===== config.mk =====
export PLATFORM = sky130hd
export DESIGN_NAME = mem_access_unit
export DESIGN_NICKNAME = d
export VERILOG_FILES = /design/src/rtl/mem_access_unit.sv
export SDC_FILE = /design/constraint.sdc
export NUM_CORES = 1
export LEC_CHECK = 0
export CORE_MARGIN = 8
export CORE_UTILIZATION = 35
export DETAILED_ROUTE_END_ITERATION = 12
export GPL_TIMING_DRIVEN = 0
export PLACE_DENSITY = 0.71
export SLEW_MARGIN = 20
export SYNTH_ARGS = -nofsm -noshare
export SYNTH_HDL_FRONTEND = slang
export SYNTH_SLANG_ARGS = --single-unit

===== constraint.sdc =====
create_clock -name Clock -period 3.1 [get_ports Clock]
set_clock_uncertainty 0.05 [all_clocks]
set_input_delay 0.465 -clock Clock [delete_from_list [all_inputs] [get_ports Clock]]
set_output_delay 0.465 -clock Clock [all_outputs]
set_load 0.05 [all_outputs]

===== src/rtl/mem_access_unit.sv =====
// mem_access_unit: load/store bridge between the memory pipeline stage and a
// single-port synchronous data memory with one-cycle read latency.
// Byte, halfword and word accesses. Sub-word stores use read-modify-write.
// Optional feature macro: MEM_ACCESS_MISALIGN_TRAP_EN
//   defined   : misaligned half/word accesses skip memory and respond with RespError = 1
//   undefined : offending low address bits are forced to zero and the access proceeds
module mem_access_unit #(
   parameter int unsigned AddressSize = 16
) (
   input  logic                     Clock,
   input  logic                     nReset,
   input  logic                     ReqValid,
   output logic                     ReqReady,
   input  logic                     ReqWrite,
   input  logic [1:0]               ReqSize,
   input  logic                     ReqSigned,
   input  logic [AddressSize+1:0]   ReqAddr,
   input  logic [31:0]              ReqWData,
   output logic                     RespValid,
   input  logic                     RespReady,
   output logic [31:0]              RespData,
   output logic                     RespError,
   output logic                     MemWriteEn,
   output logic                     MemReadEn,
   output logic [AddressSize-1:0]   MemAddress,
   output logic [31:0]              MemWriteData,
   input  logic [31:0]              MemReadData
);

   typedef enum logic [2:0] {StIdle, StRead, StWait, StWrite, StResp} state_e;

   state_e                   r_state;
   state_e                   w_state_next;

   logic                     r_write;
   logic [1:0]               r_size;
   logic                     r_signed;
   logic [1:0]               r_offset;
   logic [AddressSize-1:0]   r_addr;
   logic [31:0]              r_wdata;
   logic [31:0]              r_resp_data;
   logic                     r_err;

   logic                     w_accept;
   logic                     w_trap;
   logic [1:0]               w_offset;
   logic [7:0]               w_lane_byte;
   logic [15:0]              w_lane_half;
   logic [31:0]              w_load_data;
   logic [31:0]              w_merged;

   assign w_accept   = ReqValid && (r_state == StIdle);
   assign MemAddress = r_addr;
   assign RespData   = r_resp_data;
   assign RespError  = r_err;

`ifdef MEM_ACCESS_MISALIGN_TRAP_EN
   logic w_misaligned;
   assign w_misaligned = ((ReqSize == 2'b01) && ReqAddr[0]) ||
                         (ReqSize[1] && (ReqAddr[1:0] != 2'b00));
   assign w_trap = w_misaligned;
`else
   assign w_trap = 1'b0;
`endif

   // Lane offset with misaligned low bits forced to zero for halves and words
   always_comb begin
      w_offset = 2'b00;
      unique case (ReqSize)
         2'b00:   w_offset = ReqAddr[1:0];
         2'b01:   w_offset = {ReqAddr[1], 1'b0};
         default: w_offset = 2'b00;
      endcase
   end

   // Load result: pick the addressed lane from the memory word and extend it
   always_comb begin
      w_lane_byte = MemReadData[7:0];
      unique case (r_offset)
         2'd0: w_lane_byte = MemReadData[7:0];
         2'd1: w_lane_byte = MemReadData[15:8];
         2'd2: w_lane_byte = MemReadData[23:16];
         2'd3: w_lane_byte = MemReadData[31:24];
      endcase
      w_lane_half = r_offset[1] ? MemReadData[31:16] : MemReadData[15:0];
      if (r_size[1]) begin
         w_load_data = MemReadData;
      end else if (r_size[0]) begin
         w_load_data = {{16{r_signed & w_lane_half[15]}}, w_lane_half};
      end else begin
         w_load_data = {{24{r_signed & w_lane_byte[7]}}, w_lane_byte};
      end
   end

   // Sub-word store: replace the target lane(s) of the fetched word
   always_comb begin
      w_merged = MemReadData;
      if (!r_size[1]) begin
         if (r_size[0]) begin
            if (r_offset[1]) w_merged[31:16] = r_wdata[15:0];
            else             w_merged[15:0]  = r_wdata[15:0];
         end else begin
            unique case (r_offset)
               2'd0: w_merged[7:0]   = r_wdata[7:0];
               2'd1: w_merged[15:8]  = r_wdata[7:0];
               2'd2: w_merged[23:16] = r_wdata[7:0];
               2'd3: w_merged[31:24] = r_wdata[7:0];
            endcase
         end
      end
   end

   // FSM state register
   always_ff @(posedge Clock or negedge nReset) begin
      if (!nReset) r_state <= StIdle;
      else         r_state <= w_state_next;
   end

   // FSM next-state and memory/handshake outputs
   always_comb begin
      w_state_next = r_state;
      ReqReady     = 1'b0;
      RespValid    = 1'b0;
      MemReadEn    = 1'b0;
      MemWriteEn   = 1'b0;
      MemWriteData = '0;
      unique case (r_state)
         StIdle: begin
            ReqReady = 1'b1;
            if (w_accept) begin
               if (w_trap)                     w_state_next = StResp;
               else if (ReqWrite && ReqSize[1]) w_state_next = StWrite;
               else                            w_state_next = StRead;
            end
         end
         StRead: begin
            MemReadEn    = 1'b1;
            w_state_next = StWait;
         end
         StWait: begin
            w_state_next = r_write ? StWrite : StResp;
         end
         StWrite: begin
            MemWriteEn   = 1'b1;
            MemWriteData = r_wdata;
            w_state_next = StResp;
         end
         StResp: begin
            RespValid = 1'b1;
            if (RespReady) w_state_next = StIdle;
         end
         default: w_state_next = StIdle;
      endcase
   end

   // Request latch, merged store word and response registers
   always_ff @(posedge Clock or negedge nReset) begin
      if (!nReset) begin
         r_write     <= 1'b0;
         r_size      <= 2'b00;
         r_signed    <= 1'b0;
         r_offset    <= 2'b00;
         r_addr      <= '0;
         r_wdata     <= '0;
         r_resp_data <= '0;
         r_err       <= 1'b0;
      end else if (w_accept) begin
         r_write     <= ReqWrite;
         r_size      <= ReqSize;
         r_signed    <= ReqSigned;
         r_offset    <= w_offset;
         r_addr      <= ReqAddr[AddressSize+1:2];
         r_wdata     <= ReqWData;
         r_resp_data <= '0;
         r_err       <= w_trap;
      end else if (r_state == StWait) begin
         if (r_write) r_wdata     <= w_merged;
         else         r_resp_data <= w_load_data;
      end
   end

endmodule


**Word-level counts from Yosys, hierarchy flattened**

Index checks and enable logic that the tools add are counted.

- Output and inout bits: 85
- Word-level logic and storage cells: 66
- Flip-flop bits (word level): 89

- Reductions and logical operators: 12
- Multiplexer cells: 29
- Eq/ne operators: 13
- Bitwise operators: 2

Operator list:

| kind | count |
|---|---|
| two-way mux 32 bit | 11 |
| two-way mux 16 bit | 3 |
| two-way mux 8 bit | 4 |
| case mux 8 bit (4 select lines) | 1 |
| case mux 3 bit (5 select lines) | 1 |
| two-way mux 3 bit | 3 |
| equality test 3 x 2 -> 1 bit, second input constant | 2 |
| AND reduction 2 bit | 3 |
| equality test 2 x 1 -> 1 bit, second input constant | 2 |
| equality test 2 bit, second input constant | 2 |
| logical NOT 2 bit | 2 |
| two-way mux 1 bit | 4 |
| != test 2 bit, second input constant | 2 |
| != test 4 x 1 -> 1 bit, second input constant | 1 |
| != test 4 bit, second input constant | 1 |
| case mux 2 bit (2 select lines) | 1 |
| AND reduction 4 bit | 1 |
| nonzero test 2 bit | 2 |
| equality test 3 x 1 -> 1 bit, second input constant | 1 |
| equality test 3 bit, second input constant | 1 |
| logical NOT 3 bit | 1 |
| AND reduction 3 bit | 1 |
| bitwise AND 1 bit | 2 |
| logical AND 1 bit | 2 |
| 2 further kinds | 2 |

**Depth between registers and ports, before layout**

Gate-level depths: netlist of run 1.

- Depth after elaboration: 8
- Gate-level depth with buffers: 7
- Depth with buffers taken out: 5

**Worst setup path before layout of run 1**

Ideal clock, no wire load.

- Path kind: register to output
- Start point: register r_state[2]
- End point: output MemWriteData[23]
- Buffers on the path: 2
- Arrival: 1.920 ns
- Stages on the path, launching flop included: 5
- Setup slack: 0.665 ns
- Cell sequence: dfrtp_1 clkbuf_1 and3b_1 clkbuf_1 and2_1

- Word-level cells in the longest chain between the ends: 2

RTL lines:

| element | line | text |
|---|---|---|
| from (decl) | 32 | `state_e r_state;` |
| from (signal assigned) | 115 | `if (!nReset) r_state <= StIdle;` |
| from (signal assigned) | 116 | `else r_state <= w_state_next;` |
| equality test 3 x 2 -> 1 bit | 127 | `unique case (r_state)` |
| two-way mux 32 bit | 127 |  |
| to (decl) | 26 | `output logic [31:0] MemWriteData,` |

Every way passes these cells.

**Worst setup path after layout of run 1**

- Start point: register r_state[2]
- End point: output MemWriteData[7]

Same word-level chain as after synthesis.

==> results.txt, run 1 <==
The flow ran to the end, and the final reports show no timing, DRC or antenna violations. The area fraction of the dominant cell type after synthesis came out at 45.50%. The I/O pin total came out at 175. The via count of the first global-routing pass came to 5212. The critical path required time is 2580 ps. For this run, the number of Yosys warnings is 0. The number of instances in the synthesized netlist came out at 535. The pre-antenna-repair detailed-routing pass consisted of 5 iterations. The post-synthesis sequential element count came out at 89. The overall routed net length came out at 18600 um. The global-route congestion overflow total is 0. The tightest slew margin relative to the limit is 39.16%.

The core region is 0.01377 mm2. In the routed design, unresolved DRC markers number 0. The async set or reset register ratio after synthesis came out at 100.0%.

Setup repair after global routing left no endpoint under its margin. After synthesis, the cell types taking the most area are dfrtp_1, nand2_1, mux2i_1, and2_1, nor2_1. The reported leakage power is 3.234 nW.

Dividing total power by cell area gives a power density of 1025 mW/mm2. The number of enable-type register cells in the synthesized netlist is 0. The critical path in this run is classified as flop to output port. The sum of net half-perimeters after detailed placement came out at 14510 um. The number of pins exceeding their max-slew limit in the final report is 0.

For this run, the leading register cell type out of synthesis is dfrtp_1. The clock network latency to the later pin of the worst-skew pair is 340 ps. Yosys instantiated no cell more often than nand2_1. The number of vias per cell after detailed routing came out at 5.330. For this design, the CTS-stage hold fixing added 0 buffers. The routed via count came out at 4824. The achievable frequency is 0.3384 GHz. Setup slack on the critical path of the routed design comes to 145.2 ps. The number of DRC markers in iteration 0 is 422. For this configuration, the core starts out at a cell density of 35.54%. The number of port buffers is 173. The routed length per instance is 20.55 um. The total number of nets in the final design is 810. Once the clock tree was built, the setup fixing pass inserted 0 buffers. The clock drives 89 sinks. The site row count is 43. The area growth from synthesis to layout is 45.88%.

The max-cap violation count is 0. Prior to clock tree synthesis, the placed netlist has a worst setup slack of 143.9 ps. Ranked by instance count, the synthesized netlist is headed by nand2_1, dfrtp_1, nor2_1. The highest ir drop seen on vdd is 0.0005846 V. The number of clock buffers inserted by TritonCTS came out at 9. The number of antenna diodes in the final layout is 0. The overall track demand over capacity in global routing is 20.71%. The buffer depth of the longest clock path came out at 2.

The initial antenna violation count came out at 0. The clock slew seen by the registers of the worst setup and hold paths came out at 60 ps. The fraction of final layout cells sized beyond drive strength 1 came out at 5.793%.

The pin count of the biggest net entering global routing came out at 47. The worst setup path is captured at an output port. STA classifies the critical path startpoint as a flop. The post-route total power came out at 7.317 mW. The proportion of synthesized chip area in sequential cells is 45.50%. The synthesized design spends more area on one cell type than any other, namely dfrtp_1. The vertical die dimension came out at 134.3 um. The combined area of all synthesized cells came out at 0.004895 mm2. The routability-driven placement congestion ratio came out at 0.8870. The slew at the pin with the worst max-slew slack is 900.0 ps. The kind of path behind the tightest hold check is input pin to async pin.

The wire length of the first global-routing pass came out at 29470 um. The count of endpoints failing setup in the final report came out at 0. The arrival time of data at the critical path endpoint came out at 2440 ps. The critical-path maximum fanout is 10. Counting every net in the synthesized netlist gives 625. The total die area came out at 0.01802 mm2.

The post-cts gate resize count came out at 28. The mean area per synthesized cell came out at 9.149 um2. The number of nets with antenna violations after detailed routing is 0.

The x dimension of the die came out at 134.3 um. The post-layout minimum cycle time came out at 2955 ps. TritonCTS built the clock tree. After synthesis, the netlist uses 46 different library cells.

The final period utilization came out at 95.32%. The number of hold-slack violations in the final timing report was 0. The tree is rooted in a clkbuf_16. The deepest level of the CTS H-tree came out at 3.
-- layout make-up --
cell class	count	area, um2
Timing Repair Buffer	174	1724
Tap cell	180	225.2
Clock inverter	6	67.56
Buffer	48	206.4
Fill cell	1321	6633
Multi-Input combinational cell	392	2439
Clock buffer	10	229.0
Sequential cell	89	2227
Inverter	6	22.52
-- per-layer routing --
metal	share of wire, %	track usage (%)	vias to the layer above	wire (um)
li1	-	-	2267	-
met1	43	26.30	2354	8009
met3	7.2	4.824	23	1338
met2	48	34.12	180	8941
met4	1.7	6.301	0	310
met5	0	0	-	0
-- stage by stage --
step	instances	utilization (%)	TNS [ps]	instance area (um2)	hold WS [ps]
2_1_floorplan	535	-	0	4895	119.4
3_3_place_gp	888	49.75	-151710	6852	406.7
3_5_place_dp	889	49.93	0	6877	416.2
4_1_cts	905	51.83	0	7138	116.4
5_1_grt	905	51.84	0	7141	141.0
6_report	905	51.84	0	7141	87.89
-- where the power goes --
part           internal, mW  switching [mW]
combinational          1.49            2.67
clock                 0.629           0.483
sequential             1.66           0.379
-- sequential cells by signal, indices dropped and copies added, names as in the netlist --
| signal | count |
|---|---|
| RespData | 32 |
| r_wdata | 32 |
| MemAddress | 16 |
| r_state | 3 |
| r_offset | 2 |
| r_size | 2 |
| r_signed | 1 |
| r_write | 1 |
-- logic make-up after synthesis --
group / count (synthesis) / share of synthesized area, %
buffers and inverters: 54 / 4.678
flip-flops: 89 / 45.50
AND/OR/NAND/NOR: 218 / 20.76
multiplexers: 38 / 8.231
AO/OA/AOI/OAI: 135 / 20.76
other: 1 / 0.07661
-- path summary, 6_finish.rpt --
| path | startpoint | end | slack, ps | cells after the start |
|---|---|---|---|---|
| min | nReset | MemAddress[10] | 90 | 1 |
| min reg2reg | r_wdata[22] | r_wdata[22] | 430 | 2 |
| max in group asynchronous | nReset | r_wdata[9] | 2260 | 2 |
| max | r_state[2] | MemWriteData[7] | 150 | 5 |
| min in group Clock | r_wdata[22] | r_wdata[22] | 430 | 2 |
| max reg2reg | r_state[2] | r_offset[1] | 500 | 5 |
-- cell usage in the layout (no fill, tap or decap), types with 2 or more instances in the layout --
cell type,synthesis,layout
a211oi_1,9,9
a21o_1,6,6
a21oi_1,26,26
a221o_1,16,16
a221oi_1,2,2
a22o_1,15,15
a31oi_1,8,8
a32o_1,8,8
a32oi_1,7,7
and2_1,35,35
and3_1,8,8
buf_1,9,9
buf_2,3,3
buf_4,2,3
buf_6,2,2
clkbuf_1,32,33
clkbuf_16,0,9
clkdlybuf4s50_1,0,143
clkinvlp_4,0,2
dfrtp_1,89,89
dlygate4sd2_1,0,28
inv_1,6,6
mux2_2,8,8
mux2i_1,29,29
nand2_1,96,96
nand2b_1,4,4
nand3_1,4,4
nor2_1,51,51
nor2b_1,4,4
nor3_1,3,3
nor3b_1,2,2
nor4b_1,2,2
o211ai_1,7,7
o21ai_0,15,15
o221ai_1,2,2
o31ai_1,8,8
or2_2,3,3
or3b_2,2,2
-- critical path, stage by stage (launching register included) --
cell and delay (ps):
dfrtp_1 360, clkbuf_1 190, and3b_1 440, clkbuf_1 350, and2_1 210, dlygate4sd2_1 540
Power figures use the tool's default switching activity.
==> run 2: changes to the inputs <==
- CORE_UTILIZATION: 35 -> 49
- PLACE_DENSITY: 0.71 -> 0.92
- SKIP_LAST_GASP: default -> 1
==> results.txt, run 2 (synthesized netlist as in run 1, its figures left out) <==
The top cell types in the final layout, fill and taps aside, are clkdlybuf4s50_1, nand2_1, dfrtp_1. The site row count is 36. Once detail routing completed, the nets flagged for antenna violations numbered 0. The effective utilization at floorplan is 50.31%. The post-route total power is 7.096 mW. The number of fill cells in the layout is 772. For the worst setup path, the data required time is 2580 ps. The number of port buffers came out at 173. The worst register-to-register path ends at r_offset[1]. The number of pins exceeding their max-slew limit in the final report is 0.

The final layout contains 810 nets. The power density relative to cell area is 1016 mW/mm2. The overall track demand over capacity in global routing came out at 26.52%. The count of endpoints failing setup in the final report came out at 0. The number of clock buffers inserted by TritonCTS came out at 9. The number of hold-slack violations in the final timing report came out at 0.

The via count of the first global-routing pass is 5085. The later pin in the worst-skew pair is clocked with a latency of 360 ps. The routability-driven placement congestion ratio is 0.9144. The setup check on the worst reg-to-reg path leaves a slack of 520 ps. Summing all multi-input logic gate instances after layout gives 0.002439 mm2.

The vertical die dimension is 115.9 um. The H-tree was split into 3 levels. Pin placement for this block handled 175 I/O pins. The die is 115.9 um wide. The final period utilization is 96.25%. The worst setup path is launched from a flop.

The run finished with clean final reports. Wires add up to 18030 um. The initial antenna violation count was 0.

IR analysis of the VDD net gives a maximum drop of 0.0005214 V. The detailed-route DRC error count came out at 0. The worst pin sits at a relative slew slack of 43.70%.

The arrival time of data at the critical path endpoint is 2470 ps. The total die area came out at 0.01344 mm2. In the final layout, the share of cells above drive strength 1 is 5.525%.

The pin count of the biggest net entering global routing came out at 47. The CTS tree is built. The cell sitting at the root of the clock tree is a clkbuf_8. The global-route congestion overflow total is 0. The iteration count of the initial detailed-routing pass came out at 5. The clock net in this run drives a total of 89 sinks. The critical path is of the flop to output port type. The cell depth of the worst flop-to-flop path is 5. Of all nets on the critical path, the largest fanout is 10. The critical path endpoint category is an output port. The routed length per instance came out at 21.04 um. The core utilization of the finished layout is 71.77%.

The wire length of the first global-routing pass is 27360 um. The max-cap violation count is 0. Setup repair after global routing left no endpoint under its margin.

The HPWL after detailed placement is 14110 um. The post-CTS setup-driven buffer insertion count came out at 0. The clock slew seen by the registers of the worst setup and hold paths is 90 ps. The count of hold buffers inserted by post-cts repair came out at 0. The slew at the pin with the worst max-slew slack is 832.8 ps.

The antenna diode count is 0. In the routed layout, each cell is associated on average with a via count of 5.826. Summed over all cells, the static leakage comes to 3.183 nW.

The core region is 0.009729 mm2. The min-delay analysis places its worst path in the category input pin to async pin. The achievable frequency came out at 0.3351 GHz. The area added between synthesis and finish came out at 42.66%.

In this run, the number of DRC markers left after iteration 0 of detailed routing was 422. The buffer depth of the longest clock path is 2. The combined flip-flop and latch cell area is 0.002227 mm2. The library cell used most frequently in the layout, excluding fill and tap cells, is clkdlybuf4s50_1. The startpoint identified for the worst register-to-register timing path is r_state[2]. The final route contains 4993 vias. The post-layout minimum cycle time is 2984 ps.
[run 2: per-layer routing]
metal / up-vias / share of wire (%) / track usage, %
met3: 30 / 8.2 / 4.794
met2: 250 / 50 / 45.24
met4: 0 / 2.3 / 10.46
li1: 2268 / - / -
met1: 2445 / 39 / 32.46
met5: - / 0 / 0
[run 2: final cells by class]
type	instances	area share, %
well taps	133	2.383
multi-input cells	392	34.92
clock buffers	11	1.881
plain buffers	48	2.956
inverters	6	0.3225
clock inverters	4	1.111
flip-flops and latches	89	31.89
repair buffers	174	24.53
[run 2: through the flow]
step | hold slack [ps] | worst slack (ps) | cell area [um2] | std cells | TNS [ps]
finish | 42.88 | 116.1 | 6983 | 857 | 0
detailed placement | 415.4 | 207.2 | 6810 | 842 | 0
global placement | 400.7 | -1542 | 6793 | 841 | -136640
global route | 84.65 | 21.15 | 6983 | 857 | 0
CTS | 56.22 | 135.5 | 6983 | 857 | 0
floorplan | 119.4 | 665.2 | 4895 | 535 | 0
[run 2: critical path, cell delays in order (launching register included)]
cell	delay (ps)
dfrtp_1	370
clkbuf_1	200
and3b_1	430
clkbuf_1	340
and2_1	210
dlygate4sd2_1	540
[run 2: worst max path at each step]
stage / from / endpoint / slack, ps
after global placement: nReset / r_wdata[9] / -1540
after global routing: r_state[2] / MemWriteData[6] / 20
after floorplan: r_state[2] / MemWriteData[23] / 670
final: r_state[2] / MemWriteData[6] / 120
after CTS: r_state[2] / MemWriteData[6] / 140
after detailed placement: ReqValid / r_offset[1] / 210
[run 2: where the power goes]
group          total, mW  leakage (nW)  internal [mW]  switching [mW]
Sequential          2.05          1.12           1.66           0.394
Clock              0.873         0.104          0.455           0.417
Combinational       4.17          1.96           1.49            2.68
[run 2: what timing repair did]
item	CTS	global route
hold endpoints to repair	0	0
setup endpoints to repair	29	0
resized for setup	29	0
